**config.mk**
```make
export PLATFORM = sky130hd
export DESIGN_NAME = pipelined_cla_adder
export DESIGN_NICKNAME = d
export VERILOG_FILES = /design/src/rtl/pipelined_cla_adder.sv
export SDC_FILE = /design/constraint.sdc
export NUM_CORES = 1
export LEC_CHECK = 0
export ABC_AREA = 1
export CAP_MARGIN = 10
export CORE_MARGIN = 1.5
export CORE_UTILIZATION = 54
export DETAILED_ROUTE_END_ITERATION = 16
export GPL_TIMING_DRIVEN = 0
export MAX_ROUTING_LAYER = met4
export PLACE_DENSITY = 0.8
export SLEW_MARGIN = 20
export SYNTH_ARGS = -nofsm -noshare
export SYNTH_HDL_FRONTEND = slang
export SYNTH_SLANG_ARGS = --single-unit
```
**constraint.sdc**
```tcl
create_clock -name clk -period 3.9 [get_ports clk]
set_input_delay 0.585 -clock clk [delete_from_list [all_inputs] [get_ports clk]]
set_output_delay 0.585 -clock clk [all_outputs]
set_load 0.005 [all_outputs]
```
**src/rtl/pipelined_cla_adder.sv**
```systemverilog
`default_nettype none
// ============================================================================
// Module   : pipelined_cla_adder
// Brief    : Pipelined 4-bit-group carry look-ahead adder/subtractor with
//            valid/ready handshakes and signed overflow flag.
// Revision : 1.0
// ============================================================================
module pipelined_cla_adder #(
  parameter int WIDTH        = 20,
  parameter int STAGE_BLOCKS = 2
) (
  input  logic             clk,
  input  logic             rst,
  input  logic             in_valid,
  output logic             in_ready,
  input  logic [WIDTH-1:0] a,
  input  logic [WIDTH-1:0] b,
  input  logic             cin,
  input  logic             sub,
  output logic             out_valid,
  input  logic             out_ready,
  output logic [WIDTH-1:0] sum,
  output logic             cout,
  output logic             overflow
);

  localparam int c_groups = WIDTH / 4;
  localparam int c_stages = (c_groups + STAGE_BLOCKS - 1) / STAGE_BLOCKS;

  generate
    if ((WIDTH % 4) != 0 || WIDTH < 4 || WIDTH > 64) begin : g_bad_width
      $error("pipelined_cla_adder: WIDTH must be a multiple of 4 in 4..64");
    end
    if (STAGE_BLOCKS < 1) begin : g_bad_blocks
      $error("pipelined_cla_adder: STAGE_BLOCKS must be at least 1");
    end
  endgenerate

  // Returns {carry into bit 3, carry out, 4-bit sum}.
  function automatic logic [5:0] cla4(input logic [3:0] x, input logic [3:0] y,
                                      input logic ci);
    logic [3:0] g;
    logic [3:0] p;
    logic [4:0] c;
    g    = x & y;
    p    = x ^ y;
    c[0] = ci;
    c[1] = g[0] | (p[0] & ci);
    c[2] = g[1] | (p[1] & g[0]) | (p[1] & p[0] & ci);
    c[3] = g[2] | (p[2] & g[1]) | (p[2] & p[1] & g[0]) | (p[2] & p[1] & p[0] & ci);
    c[4] = g[3] | (p[3] & g[2]) | (p[3] & p[2] & g[1]) | (p[3] & p[2] & p[1] & g[0])
         | (p[3] & p[2] & p[1] & p[0] & ci);
    return {c[3], c[4], p ^ c[3:0]};
  endfunction

  // r_x holds finished sum bits below the processed boundary and raw a bits above it.
  logic [WIDTH-1:0] r_x [c_stages];
  logic [WIDTH-1:0] r_y [c_stages];
  logic             r_c [c_stages];
  logic             r_v [c_stages];
  logic             r_ovf;

  logic [WIDTH-1:0] w_x_in  [c_stages];
  logic [WIDTH-1:0] w_y_in  [c_stages];
  logic [WIDTH-1:0] w_x_out [c_stages];
  logic             w_c_in  [c_stages];
  logic             w_c_out [c_stages];
  logic             w_ovf;
  logic             w_en;
  logic             w_unused;

  assign w_en = ~r_v[c_stages-1] | out_ready;

  always_comb begin
    logic       c;
    logic [5:0] grp;
    c     = 1'b0;
    grp   = '0;
    w_ovf = 1'b0;
    w_x_in[0] = a;
    w_y_in[0] = sub ? ~b : b;
    w_c_in[0] = cin ^ sub;
    for (int j = 1; j < c_stages; j++) begin
      w_x_in[j] = r_x[j-1];
      w_y_in[j] = r_y[j-1];
      w_c_in[j] = r_c[j-1];
    end
    for (int j = 0; j < c_stages; j++) begin
      w_x_out[j] = w_x_in[j];
      c          = w_c_in[j];
      for (int k = 0; k < c_groups; k++) begin
        if ((k / STAGE_BLOCKS) == j) begin
          grp                 = cla4(w_x_in[j][4*k +: 4], w_y_in[j][4*k +: 4], c);
          w_x_out[j][4*k +: 4] = grp[3:0];
          c                   = grp[4];
          if (k == c_groups - 1) begin
            w_ovf = grp[5] ^ grp[4];
          end
        end
      end
      w_c_out[j] = c;
    end
  end

  // Operand bits already consumed by earlier stages are never read downstream.
  always_comb begin
    w_unused = 1'b0;
    for (int j = 0; j < c_stages; j++) begin
      w_unused = w_unused ^ (^r_y[j]);
    end
  end

  always_ff @(posedge clk) begin
    if (rst) begin
      for (int j = 0; j < c_stages; j++) begin
        r_x[j] <= '0;
        r_y[j] <= '0;
        r_c[j] <= 1'b0;
        r_v[j] <= 1'b0;
      end
      r_ovf <= 1'b0;
    end else if (w_en) begin
      r_v[0] <= in_valid;
      for (int j = 1; j < c_stages; j++) begin
        r_v[j] <= r_v[j-1];
      end
      for (int j = 0; j < c_stages; j++) begin
        r_x[j] <= w_x_out[j];
        r_y[j] <= w_y_in[j];
        r_c[j] <= w_c_out[j];
      end
      r_ovf <= w_ovf;
    end
  end

  assign in_ready  = w_en;
  assign out_valid = r_v[c_stages-1];
  assign sum       = r_x[c_stages-1];
  assign cout      = r_c[c_stages-1];
  assign overflow  = r_ovf;

endmodule
`default_nettype wire

```
Yosys cells after proc, flatten, opt, wreduce, memory -nomap -nowiden
Memories as Yosys holds them, arrays and structs flattened.
Index checks and enable logic that the tools add are counted.
{"block": "classes", "n_bitwise": 162, "n_mux": 18}
{"op": "20-bit two-way mux", "count": 7}
{"op": "1-bit AND", "count": 80}
{"op": "1-bit bitwise OR", "count": 63}
{"op": "4-bit bitwise XOR", "count": 10}
{"op": "4-bit AND", "count": 5}
{"op": "20-bit NOT", "count": 1}
{"op": "1-bit two-way mux", "count": 11}
{"op": "1-bit bitwise XOR", "count": 2}
{"op": "1-bit NOT", "count": 1}
{"block": "totals", "inputBits": 46, "word_cells": 185, "reg_bits": 1, "out_inout_bits": 24, "mem_count": 4, "ramBits": 126}
{"name": "r_x", "words": 3, "word_bits": 20, "rd": 3, "rd_clocked_by_memory_dff": 0, "wr": 3, "line": "57", "source": "logic [WIDTH-1:0] r_x [c_stages];"}
{"name": "r_y", "words": 3, "word_bits": 20, "rd": 2, "rd_clocked_by_memory_dff": 0, "wr": 3, "line": "58", "source": "logic [WIDTH-1:0] r_y [c_stages];"}
{"name": "r_c", "words": 3, "word_bits": 1, "rd": 3, "rd_clocked_by_memory_dff": 0, "wr": 3, "line": "59", "source": "logic r_c [c_stages];"}
{"name": "r_v", "words": 3, "word_bits": 1, "rd": 3, "rd_clocked_by_memory_dff": 0, "wr": 3, "line": "60", "source": "logic r_v [c_stages];"}

Depth between registers and ports, before layout
Gate-level depths: netlist of run 1.
{"block": "depth", "ltp_word": 12, "depth_mapped": 14, "depth_no_buf": 12}

Least setup slack after synthesis of run 1
Ideal clock, no wire load.
{"block": "synth_path", "path_type": "input to register", "from": "in out_ready", "to": "mem r_c[0][0] (enable)", "arrival_ps": 2513, "t_required_ps": 3457, "setup_ps": 443, "path_stages": 4, "n_path_buf": 0, "setup_slack_ps": 944, "path_cell_list": "inv_2 nand2_2 inv_2 nand2_1"}
{"item": "start: declaration", "line": "21", "source": "input logic out_ready,"}
{"item": "end: declaration", "line": "59"}

==> run summary, run 1 <==
===========================================================================================
Status ....................................................................... complete, no violations
Global placer's final weighted congestion ....................................        0.817
Die Ht ....................................................................... 93.4 microns
Capture point of the worst path .............................................. r_x[0][5]$_SDFFCE_PN0P_
Gate count after technology mapping ..........................................          418
Total Die Area ...............................................................   8720 sq um
Number of library cell types mapped by synthesis .............................           28
Top achievable clock speed ...................................................      413 MHz
Number of CTS-inserted buffers ...............................................            9
Average size of a mapped cell ................................................   10.6 sq um
Total GRT Usage ..............................................................        0.185
Number of hold violations in the final report ................................            0
Highest fanout seen on the critical path .....................................            3
Starting density of the core .................................................        0.565
Post-route setup TNS .........................................................         0 ns
Flop and latch count out of synthesis ........................................           83
Setup slack after layout .....................................................      1.48 ns
Number of nets produced by synthesis .........................................          489
Overall power of the completed layout ........................................      2040 uW
Slew margin rel. .............................................................        0.709
Total power density per cell area ............................................  376 nW/um^2
Post-layout minimum cycle time ...............................................      2.42 ns
YS warnings ..................................................................            0
Number of buffers added on ports .............................................           68
Number of setup buffers added after CTS ......................................            0
First-pass DRT Iterations ....................................................            4
RSZ-0062 raised after global routing .........................................           no
Number of antenna violations at the first check in global routing ............            0
Data arrival time at the worst-slack endpoint ................................      2.53 ns
Share of the synthesized area in the top cell type ...........................        0.558
Cell seen most often among critical-path stages .............................. sky130_fd_sc_hd__nand2_2
Count of fill cells added during filler insertion ............................          597
CP max stage delay ...........................................................      0.41 ns
Max-slew violations ..........................................................            0
Reg-to-reg critical path endpoint ............................................ r_x[0][33]$_SDFFCE_PN0P_
Grt ovf ......................................................................            0
Layout cells sized above 1 ...................................................        0.139
Count of antenna diodes in the layout ........................................            0
Total number of vias .........................................................         2881
Chain of cells forming the critical path ..................................... clkdlybuf4s50_1 -> xnor2_1 -> inv_1 -> ha_1 -> nand2_1 -> nand3b_4 -> nand2_2 -> nand2_2 -> fa_1 -> xor2_1 -> nor2_1
Number of design-rule violations left by the first detailed-router iteration .          157
Cell count after placement ...................................................          589
First-pass GRT wire length ...................................................      12.0 mm
Period utilization ...........................................................        0.621
Fraction of the yosys area taken by sequential cells .........................        0.563
Worst slack at placement .....................................................      1.10 ns
I/O pin count ................................................................           70
Category of the critical setup timing path ................................... input port to flop
Worst-path clk slew ..........................................................      0.08 ns
Leakage dissipation ..........................................................   0.00248 uW
Fin cells ....................................................................          605
Placeable core area ..........................................................   7810 sq um
Sum of routed wire length over all layers ....................................      7.25 mm
Final net count ..............................................................          569
Root cell of the clock tree .................................................. sky130_fd_sc_hd__clkbuf_8
Number of violations of the max-capacitance limit ............................            0
Kind of end point of the critical path .......................................         flop
Cells taking the most area after synthesis ................................... sky130_fd_sc_hd__edfxtp_1, sky130_fd_sc_hd__inv_1, sky130_fd_sc_hd__ha_1, sky130_fd_sc_hd__nor2_1, sky130_fd_sc_hd__buf_4
Die span in x ................................................................ 93.4 microns
Residual DRC .................................................................            0
CP required ..................................................................      4.01 ns
Number of cells on the worst reg-to-reg path .................................            8
Pin count of the biggest net entering global routing .........................           52
Dpl hpwl .....................................................................      5.40 mm
Area growth, synth to finish .................................................        22.7%
Total number of clock tree sinks .............................................           83
TritonCTS clock tree .........................................................         done
Most area-hungry cell type in the Yosys netlist .............................. sky130_fd_sc_hd__edfxtp_1
Setup crit start kind ........................................................   input port
Max stage delay cell, worst path ............................................. sky130_fd_sc_hd__clkdlybuf4s50_1
Launching instance or port of the critical path ..............................         b[0]
Post-CTS resize count ........................................................            0
Site row count ...............................................................           32
Commonest cells after routing, fill and taps aside ........................... sky130_fd_sc_hd__edfxtp_1, sky130_fd_sc_hd__inv_1, sky130_fd_sc_hd__clkdlybuf4s50_1
WL per Instance .............................................................. 12.0 microns
Post-synthesis instance area .................................................   4410 sq um
R2r setup slk ................................................................      1.88 ns
Final setup violation count ..................................................            0
Avg Vias per Cell ............................................................         4.76
Peak supply drop .............................................................     0.143 mV
Class of the tightest hold or removal check .................................. flop to flop
Maximum buffer depth of the clock tree .......................................            2
Post-CTS Hold Buffers ........................................................            0
Tightest Pin Transition ......................................................     0.436 ns
H-tree levels ................................................................            3
Commonest non-fill, non-tap cell in the layout ............................... sky130_fd_sc_hd__edfxtp_1
Worst clock skew on the final layout .........................................    0.0133 ns
Number of global-route vias before repair ....................................         2851
Reg-to-Reg Start ............................................................. r_y[0][9]$_SDFFCE_PN0P_
Worst-Skew Late Latency ......................................................      0.35 ns
Number of antenna-violating nets in the routed design ........................            0
Utilization of the core after routing ........................................        0.694
===========================================================================================
[state kept, by name, indices dropped and copies added (netlist names)]
| register | count |
|---|---|
| r_x | 60 |
| r_y | 16 |
| r_c | 3 |
| r_v | 3 |
| overflow | 1 |
[area by class of cell]
type	count	area [sq um]	share of cell area
Clock inverter	6	32.5	0.00601
Sequential cell	83	2480	0.458
Inverter	84	315	0.0582
Clock buffer	10	128	0.0236
Multi-Input combinational cell	220	1370	0.253
Tap cell	102	128	0.0236
Timing Repair Buffer	69	708	0.131
Buffer	31	254	0.0469
[per-layer routing]
layer	up-vias	GRT usage	share of wire
li1	1462	-	-
met1	1338	0.197	0.41
met2	68	0.336	0.54
met3	13	0.0415	0.040
met4	0	0.0657	0.018
met5	-	-	0
[cell usage after synthesis]
| master | instances |
|---|---|
| sky130_fd_sc_hd__nand3b_1 | 1 |
| sky130_fd_sc_hd__a31oi_1 | 2 |
| sky130_fd_sc_hd__a21boi_0 | 1 |
| sky130_fd_sc_hd__nor2_8 | 1 |
| sky130_fd_sc_hd__xor2_1 | 9 |
| sky130_fd_sc_hd__nand2_4 | 1 |
| sky130_fd_sc_hd__buf_6 | 7 |
| sky130_fd_sc_hd__nor2_2 | 10 |
| sky130_fd_sc_hd__buf_2 | 2 |
| sky130_fd_sc_hd__nand3b_4 | 1 |
| sky130_fd_sc_hd__dfxtp_1 | 1 |
| sky130_fd_sc_hd__o21a_1 | 2 |
| sky130_fd_sc_hd__xnor2_1 | 16 |
| sky130_fd_sc_hd__fa_1 | 5 |
| sky130_fd_sc_hd__inv_2 | 4 |
| sky130_fd_sc_hd__nand2_1 | 41 |
| sky130_fd_sc_hd__nand2_2 | 5 |
| sky130_fd_sc_hd__a21oi_2 | 1 |
| sky130_fd_sc_hd__buf_4 | 22 |
| sky130_fd_sc_hd__nand3_1 | 10 |
| sky130_fd_sc_hd__nor2_1 | 66 |
| sky130_fd_sc_hd__nand4_1 | 2 |
| sky130_fd_sc_hd__or2_1 | 1 |
| sky130_fd_sc_hd__edfxtp_1 | 82 |
| sky130_fd_sc_hd__inv_1 | 80 |
| sky130_fd_sc_hd__o21ai_0 | 7 |
| sky130_fd_sc_hd__ha_1 | 20 |
| sky130_fd_sc_hd__a21oi_1 | 18 |
[power by group]
part / switching, uW / leakage (uW) / total (uW) / internal, uW
Sequential: 29.2 / 0.000973 / 1110 / 1080
Combinational: 194 / 0.00142 / 406 / 212
Clock: 292 / 0.0000872 / 518 / 226
[worst max-delay path: cells and delay by family]
family                   cells  cell delay (ns)
XOR/XNOR                     2             0.37
AND/OR/NAND/NOR              5             0.43
buffers and inverters        2             0.48
adder cells (fa/ha/maj)      2             0.67
[worst min-delay path by stage]
stage,slack [ns],startpoint,depth (start not counted),endpoint
global route,0.57,overflow$_SDFFE_PP0P_,2,overflow$_SDFFE_PP0P_
global placement,0.47,overflow$_SDFFE_PP0P_,2,overflow$_SDFFE_PP0P_
floorplan,0.48,overflow$_SDFFE_PP0P_,2,overflow$_SDFFE_PP0P_
CTS,0.55,r_x[0][21]$_SDFFCE_PN0P_,2,r_x[0][41]$_SDFFCE_PN0P_
finish,0.54,overflow$_SDFFE_PP0P_,2,overflow$_SDFFE_PP0P_
detailed placement,0.53,r_x[0][30]$_SDFFCE_PN0P_,2,r_x[0][50]$_SDFFCE_PN0P_
[per-stage QoR]
stage          instance area (sq um)  hold WS (ns)
2_1_floorplan                   4410         0.475
3_3_place_gp                    5220         0.474
3_5_place_dp                    5260         0.532
4_1_cts                         5420         0.551
5_1_grt                         5420         0.568
6_report                        5420         0.539
[logic make-up (layout without fill, tap and decap cells)]
group / Yosys count / count (layout) / share of synthesized area
adder cells (fa/ha/maj): 25 / 25 / 0.0794
AND/OR/NAND/NOR: 139 / 139 / 0.141
flip-flops: 83 / 83 / 0.563
buffers and inverters: 115 / 200 / 0.129
AO/OA/AOI/OAI: 31 / 31 / 0.0383
XOR/XNOR: 25 / 25 / 0.0496
(Power assumes the default switching activity.)
==> run 2, diff against run 1 <==
- clock period: 3.9 -> 2.28 ns (I/O delays scaled with it)
==> run summary, run 2 (synthesized netlist as in run 1, its figures left out) <==
===========================================================================================
Status ....................................................................... complete, no violations   unchanged
RSZ-0062 raised after global routing .........................................           no   unchanged
Area growth, synth to finish .................................................        25.0%   was 22.7%
Class of the tightest hold or removal check .................................. flop to flop   unchanged
Portion of total power attributed to the clock network .......................        0.322   was 0.254
Max-slew violations ..........................................................            0   unchanged
Worst clock skew on the final layout .........................................   0.00839 ns   was 0.0133 ns
Category of the critical setup timing path ................................... input port to flop   unchanged
Total GRT Usage ..............................................................        0.185   about the same
Commonest non-fill, non-tap cell in the layout ............................... sky130_fd_sc_hd__edfxtp_1   unchanged
Chain of cells forming the critical path ..................................... clkdlybuf4s50_1 -> xnor2_2 -> inv_1 -> ha_1 -> nand2_1 -> nand3b_4 -> nand2_2 -> nand2_2 -> fa_1 -> xor2_1 -> nor2_1   was clkdlybuf4s50_1 -> xnor2_1 -> inv_1 -> ha_1 -> nand2_1 -> nand3b_4 -> nand2_2 -> nand2_2 -> fa_1 -> xor2_1 -> nor2_1
Worst-path clk slew ..........................................................      0.08 ns   about the same
Cell seen most often among critical-path stages .............................. sky130_fd_sc_hd__nand2_2   unchanged
Registers with the most flip-flops ........................................... r_x: 60 flops, r_y: 16 flops   unchanged
Highest fanout seen on the critical path .....................................            3   unchanged
Area taken by flip-flops and latches .........................................   2480 sq um   unchanged
Commonest cells after routing, fill and taps aside ........................... sky130_fd_sc_hd__edfxtp_1, sky130_fd_sc_hd__inv_1, sky130_fd_sc_hd__clkdlybuf4s50_1   unchanged
Register name with the most flops ............................................          r_x   unchanged
CP required ..................................................................      2.39 ns   was 4.01 ns
Number of hold violations in the final report ................................            0   unchanged
Total number of vias .........................................................         2858   was 2881
Max reg flops ................................................................           60   unchanged
Count of fill cells added during filler insertion ............................          589   was 597
Max stage delay cell, worst path ............................................. sky130_fd_sc_hd__clkdlybuf4s50_1   unchanged
Switch share .................................................................        0.234   was 0.253
Pin count of the biggest net entering global routing .........................           54   was 52
Slew margin rel. .............................................................        0.727   was 0.709
Global placer's final weighted congestion ....................................        0.798   was 0.817
Root cell of the clock tree .................................................. sky130_fd_sc_hd__clkbuf_8   unchanged
Total Die Area ...............................................................   8720 sq um   unchanged
Peak supply drop .............................................................     0.370 mV   was 0.143 mV
Data arrival time at the worst-slack endpoint ................................      2.26 ns   was 2.53 ns
Starting density of the core .................................................        0.565   unchanged
Post-CTS Hold Buffers ........................................................            0   unchanged
First-pass GRT wire length ...................................................      12.0 mm   about the same
Reported net switching power .................................................       899 uW   was 516 uW
Number of antenna violations at the first check in global routing ............            0   unchanged
H-tree levels ................................................................            3   unchanged
Number of design-rule violations left by the first detailed-router iteration .           95   was 157
Number of buffers added on ports .............................................           68   unchanged
CP max stage delay ...........................................................      0.50 ns   was 0.41 ns
Cell count after placement ...................................................          589   unchanged
Count of antenna diodes in the layout ........................................            0   unchanged
Layout cells sized above 1 ...................................................        0.145   was 0.139
Overall power of the completed layout ........................................      3840 uW   was 2040 uW
Placeable core area ..........................................................   7810 sq um   unchanged
Grt ovf ......................................................................            0   unchanged
Final net count ..............................................................          570   was 569
Worst-Skew Late Latency ......................................................      0.35 ns   about the same
Number of global-route vias before repair ....................................         2754   was 2851
Area used by multi-input combinational logic .................................   1380 sq um   was 1370 sq um
Total power density per cell area ............................................  697 nW/um^2   was 376 nW/um^2
Maximum buffer depth of the clock tree .......................................            2   unchanged
Die span in x ................................................................ 93.4 microns   unchanged
Post-CTS resize count ........................................................            0   unchanged
Number of CTS-inserted buffers ...............................................            9   unchanged
Die Ht ....................................................................... 93.4 microns   unchanged
Number of violations of the max-capacitance limit ............................            0   unchanged
Residual DRC .................................................................            0   unchanged
Kind of end point of the critical path .......................................         flop   unchanged
Sum of routed wire length over all layers ....................................      7.30 mm   was 7.25 mm
Tightest Pin Transition ......................................................     0.408 ns   was 0.436 ns
Fin cells ....................................................................          606   was 605
Period utilization ...........................................................        0.941
Final setup violation count ..................................................            0   unchanged
Number of setup buffers added after CTS ......................................            0   unchanged
TritonCTS clock tree .........................................................         done   unchanged
Setup crit start kind ........................................................   input port   unchanged
WL per Instance .............................................................. 12.1 microns   was 12.0 microns
Avg Vias per Cell ............................................................         4.72   was 4.76
First-pass DRT Iterations ....................................................            5   was 4
Leakage dissipation ..........................................................   0.00252 uW   was 0.00248 uW
Number of antenna-violating nets in the routed design ........................            0   unchanged
Top achievable clock speed ...................................................      466 MHz
Pint .........................................................................      2940 uW   was 1520 uW
Site row count ...............................................................           32   unchanged
Register share of total power ................................................        0.495   was 0.546
Total number of clock tree sinks .............................................           83   unchanged
Comb power frac ..............................................................        0.183   was 0.199
Post-layout minimum cycle time ...............................................      2.15 ns
I/O pin count ................................................................           70   unchanged
Dpl hpwl .....................................................................      5.45 mm   was 5.40 mm
===========================================================================================
run 2: path summary, 6_finish.rpt:
check	startpoint	to	slack [ns]	cells past startpoint
hold / removal	overflow$_SDFFE_PP0P_	overflow$_SDFFE_PP0P_	0.50	2
setup reg to reg	r_y[0][9]$_SDFFCE_PN0P_	r_x[0][33]$_SDFFCE_PN0P_	0.19	8
hold reg to reg	overflow$_SDFFE_PP0P_	overflow$_SDFFE_PP0P_	0.50	2
setup / recovery	b[0]	r_x[0][5]$_SDFFCE_PN0P_	0.13	11
run 2: layout make-up:
type                    count  share of cell area
flip-flops and latches     83               0.450
plain buffers              31              0.0465
clock inverters             7              0.0211
clock buffers               9              0.0225
well taps                 102              0.0231
repair buffers             70               0.130
inverters                  84              0.0572
multi-input cells         220               0.250
run 2: metrics by stage:
step / instance area [sq um] / util / setup TNS, ns / worst slack [ns] / hold slack [ns]
6_report: 5510 / 0.706 / 0 / 0.135 / 0.501
5_1_grt: 5510 / 0.706 / 0 / 0.0212 / 0.528
4_1_cts: 5510 / 0.705 / 0 / 0.0864 / 0.511
3_5_place_dp: 5270 / 0.675 / -0.522 / -0.292 / 0.496
3_3_place_gp: 5230 / 0.670 / -38.06 / -0.463 / 0.481
2_1_floorplan: 4430 / - / 0 / 0.00185 / 0.476
run 2: metal layers:
layer	vias to the layer above	track usage	share of wire
li1	1465	-	-
met1	1304	0.207	0.41
met5	-	-	0
met3	11	0.0333	0.041
met2	78	0.326	0.53
met4	0	0.0745	0.017
run 2: power by group through the flow:
stage | sequential (uW) | combinational (uW) | clock, uW
floorplan | 1920 | 451 | 0
global placement | 1930 | 662 | 0
detailed placement | 1940 | 698 | 0
CTS | 1900 | 703 | 1250
global route | 1920 | 791 | 1300
finish | 1900 | 702 | 1240
run 2: worst max-delay path: cells and delay by family:
family / cells / cell delay, ns
xor gates and xnor gates: 2 / 0.27
and+or+nand+nor: 5 / 0.42
adders and majority gates: 2 / 0.67
buffers and inverters: 2 / 0.57
